`src/rtl/gpio_event_monitor.sv`:
```
// gpio_event_monitor: timestamps every change on {gpio,gpio1} into a FIFO and tracks the end-of-test handshake
module gpio_event_monitor #(
  parameter int DEPTH = 16,
  parameter int TS_W = 32,
  parameter logic [31:0] DONE_MAGIC = 32'hCAFE_D00E,
  parameter logic [31:0] PASS_CODE = 32'h0000_0001,
  parameter int DROP_W = 16
) (
  input  logic clk,
  input  logic rst,
  input  logic [31:0] gpio,
  input  logic [31:0] gpio1,
  output logic ev_valid,
  input  logic ev_ready,
  output logic [TS_W-1:0] ev_ts,
  output logic [31:0] ev_gpio,
  output logic [31:0] ev_gpio1,
  output logic [$clog2(DEPTH):0] fifo_level,
  output logic [DROP_W-1:0] drop_cnt,
  output logic done,
  output logic pass
);
  localparam int AW = $clog2(DEPTH);
  logic [TS_W+63:0] r_mem [DEPTH];
  logic [TS_W-1:0] r_ts;
  logic [63:0] r_prev;
  logic [AW-1:0] r_wp, r_rp;
  logic [AW:0] r_level;
  logic [DROP_W-1:0] r_drop;
  logic r_done, r_pass;
  logic w_event, w_full, w_pop, w_push, w_drop;
  logic [TS_W+63:0] w_head;
  always_comb begin
    w_event = {gpio, gpio1} != r_prev;
    w_full = r_level == (AW+1)'(DEPTH);
    w_pop = ev_valid && ev_ready;
    // a pop frees the slot in the same cycle, so a full FIFO can still accept
    w_push = w_event && (!w_full || w_pop);
    w_drop = w_event && w_full && !w_pop;
    w_head = r_mem[r_rp];
  end
  assign ev_valid = r_level != '0;
  assign ev_ts = ev_valid ? w_head[TS_W+63:64] : '0;
  assign ev_gpio = ev_valid ? w_head[63:32] : '0;
  assign ev_gpio1 = ev_valid ? w_head[31:0] : '0;
  assign fifo_level = r_level;
  assign drop_cnt = r_drop;
  assign done = r_done;
  assign pass = r_pass;
  always_ff @(posedge clk)
    if (w_push && !rst) r_mem[r_wp] <= {r_ts, gpio, gpio1};
  always_ff @(posedge clk) begin
    if (rst) begin
      r_ts <= '0;
      r_prev <= '0;
      r_wp <= '0;
      r_rp <= '0;
      r_level <= '0;
      r_drop <= '0;
      r_done <= 1'b0;
      r_pass <= 1'b0;
    end else begin
      r_ts <= r_ts + TS_W'(1);
      r_prev <= {gpio, gpio1};
      r_wp <= w_push ? r_wp + AW'(1) : r_wp;
      r_rp <= w_pop ? r_rp + AW'(1) : r_rp;
      r_level <= r_level + (AW+1)'(w_push) - (AW+1)'(w_pop);
      if (w_drop && r_drop != '1) r_drop <= r_drop + DROP_W'(1);
      if (w_event && !r_done && gpio == DONE_MAGIC) begin
        r_done <= 1'b1;
        r_pass <= gpio1 == PASS_CODE;
      end
    end
  end
endmodule

```
`config.mk`:
```
export PLATFORM = sky130hd
export DESIGN_NAME = gpio_event_monitor
export DESIGN_NICKNAME = d
export VERILOG_FILES = /design/src/rtl/gpio_event_monitor.sv
export SDC_FILE = /design/constraint.sdc
export NUM_CORES = 1
export LEC_CHECK = 0
export BUFFER_PORTS_ARGS = -buffer_cell sky130_fd_sc_hd__buf_2
export CORE_MARGIN = 5
export CORE_UTILIZATION = 40
export DETAILED_ROUTE_END_ITERATION = 12
export PLACE_DENSITY = 0.55
export SLEW_MARGIN = 30
export SYNTH_ARGS = -nofsm -noshare
export SYNTH_HDL_FRONTEND = slang
export SYNTH_SLANG_ARGS = --single-unit
export TNS_END_PERCENT = 5
```
`constraint.sdc`:
```
create_clock -name clk -period 13.1 [get_ports clk]
set_input_delay 1.31 -clock clk [delete_from_list [all_inputs] [get_ports clk]]
set_output_delay 1.31 -clock clk [all_outputs]
set_load 0.02 [all_outputs]
```
==> reports/qor.yml <==
overflow: 0
cp_slowest_cell: "dfxtp_4"
worst_slack_ps: 7310
ios: 187
cts_tree: "built"
grt_usage_pct: 18.7
cts_made_buffers: 176
p_per_area_nw_per_um2: 187
avgSynthCellArea_um2: 22.4
critical_path.most_common_cell: "mux4_2"
clock_path_buffers: 3
synth_top_family_by_area: "multiplexers"
synth_seq_cells: 1667
crit-reg2reg-launch: "fifo_level[2]$_SDFF_PP0_"
synth_top_area_share_pct: 72.1
slew_violations: 0
postCtsHoldBufs: 0
synthXorXnorAreaFrac_pct: 1.37
crit_type: "flop to output pin"
synth-edff-count: 1536
status: "finished clean"
cts_sinks: 1667
clockRootBuffer: "clkbuf_16"
die_y_um: 410
grt_max_degree: 157
synth_largest_area_cell: "edfxtp_1"
setup_tns_ps: 0
post-place-cells: 5029
dpl_worst_slack_ps: 7410
syn_inst: 2850
drc: 0
min_from: "done$_SDFFE_PP0P_"
grt_pass1_vias: 31600
hold_path_class: "flop to flop"
min_period_over_period_pct: 44.2
nNetsFinal: 3221
start_util_pct: 40.3
synth_common_cells: "1,536 x edfxtp_1, 480 x mux4_2, 131 x dfxtp_1"
wl_mm: 157
yosysSeqAreaShare_pct: 76.2
synth.mux.area_fraction_pct: 17.1
fmax_mhz: 173
critPathRequiredTime_ps: 11790
path_clk_slew_ps: 60
yosys.area_share.simple_pct: 3.58
crit_path_max_fanout: 64
syn_to_final_growth_pct: 14.3
postLayoutCellArea_um2: 73100
num_vias: 29936
slowest_delay_ps: 650
postCtsSetupBuffers: 0
drt-vias-per-instance: 5.58
post-dp-hpwl_mm: 80.9
power.total_mw: 13.7
arrival_ps: 4480
place_area_um2: 67500
finClkSkew_ps: 25.7
port_buffers: 186
synthArstFlopShare_pct: 0
yosys_warnings: 0
place.gp.congestion: 0.755
period_needed_ps: 5790
peakVddDrop_v: 0.000141
synth_most_common_cell: "edfxtp_1"
cts_resized: 0
synth_area_leaders: "edfxtp_1 72%, mux4_2 17%, dfxtp_1 4.1%"
synth_fa_ha_area_share_pct: 0.286
die-area_um2: 168000
synth_flop_cell: "edfxtp_1"
final_cells: 5363
dr.pass1.iters: 7
postRouteAntennaNets: 0
core_area_um2: 159000
grt_pass1_wl_mm: 227
wire_per_inst_um: 29.3
rsz0062_at_grt: "false"
synthDistinctLibCells: 46
mappedNetlistNets: 2931
setup_viol_count_final: 0
maxCapViolCount: 0
die_x_um: 410
htreeDepth: 4
leakage_nw: 22.9
synth_compound_area_share_pct: 0.280
max_slew_margin_pct: 31.8
clk_latency_ps: 800
drt_iter0_markers: 2672
cp-end-kind: "output pin"
rows: 146
hold_viol_final: 0
antenna_found_initial: 16
cp_cell_sequence: "buf_12, buf_16, buf_6, mux4_2, mux4_2, and2_1, buf_2"
synth.cell_area_um2: 64000
drive_gt1_share_pct: 31.0
tightest_slew_ps: 1020
start_kind: "flop"
-- critical path, delay by kind of cell, from the launching register on --
kind          cells  cell delay (ps)
buf+inv           4             1560
mux               2             1070
flops             1              650
simple gates      1              210
-- power by group --
group	switching [mW]	internal [mW]	total, mW
Sequential	0.0834	5.99	6.07
Clock	2.01	2.68	4.70
Combinational	1.60	1.32	2.92
Total	3.69	9.99	13.7
-- cell families after synthesis --
group / after synthesis
DFF: 1667
muxes: 489
and+or+nand+nor: 394
buffers and inverters: 155
xor gates and xnor gates: 100
AOI/OAI and AO/OA: 31
adders and majority gates: 14
-- path summary, 6_finish.rpt --
path                              end  cells after the start  slack [ps]
max                       ev_gpio1[9]                      7        7310
min                 done$_SDFFE_PP0P_                      2         470
max reg2reg  fifo_level[4]$_SDFF_PP0_                     14        9020
min reg2reg         done$_SDFFE_PP0P_                      2         470
-- layout make-up --
class / count / area [um^2]
fillers: 13071 / 85600
well taps: 2072 / 2590
flip-flops and latches: 1667 / 48800
diodes: 7 / 17.5
inverters: 12 / 45.0
clock inverters: 86 / 629
clock buffers: 236 / 4820
repair buffers: 255 / 1700
multi-input cells: 1028 / 14500
-- through the flow --
step                utilization [%]  hold WS, ps
floorplan                         -          481
global placement               42.5          466
detailed placement             42.5          465
CTS                            46.0          473
global route                   46.0          491
finish                         46.0          474
-- layout by cell type, fill, tap and decap left out, drive strengths merged, types with 16 or more instances in the layout --
cell    instances
clkinv         69
nand2          24
edfxtp       1536
nor2           57
a21oi          16
buf           255
nor4           30
nand3          18
clkbuf        236
xor2           89
nor3           22
dfxtp         131
inv            19
nand4          22
nor2b          73
and2          100
mux4          480
-- flip-flops by register name, indices dropped and copies added, names as in the netlist, named ones only --
name	cells
done	1
drop_cnt	16
fifo_level	5
pass	1
r_mem	1536
r_prev	64
r_rp	4
r_ts	32
r_wp	4
-- routing by layer --
metal	global-route usage, %	routed length, um	vias up
li1	-	-	12472
met1	26.4	66600	16296
met2	30.9	77900	970
met3	3.25	9890	196
met4	3.84	2460	2
met5	0	8	-
Note: power is estimated with default switching activity, not from simulation.
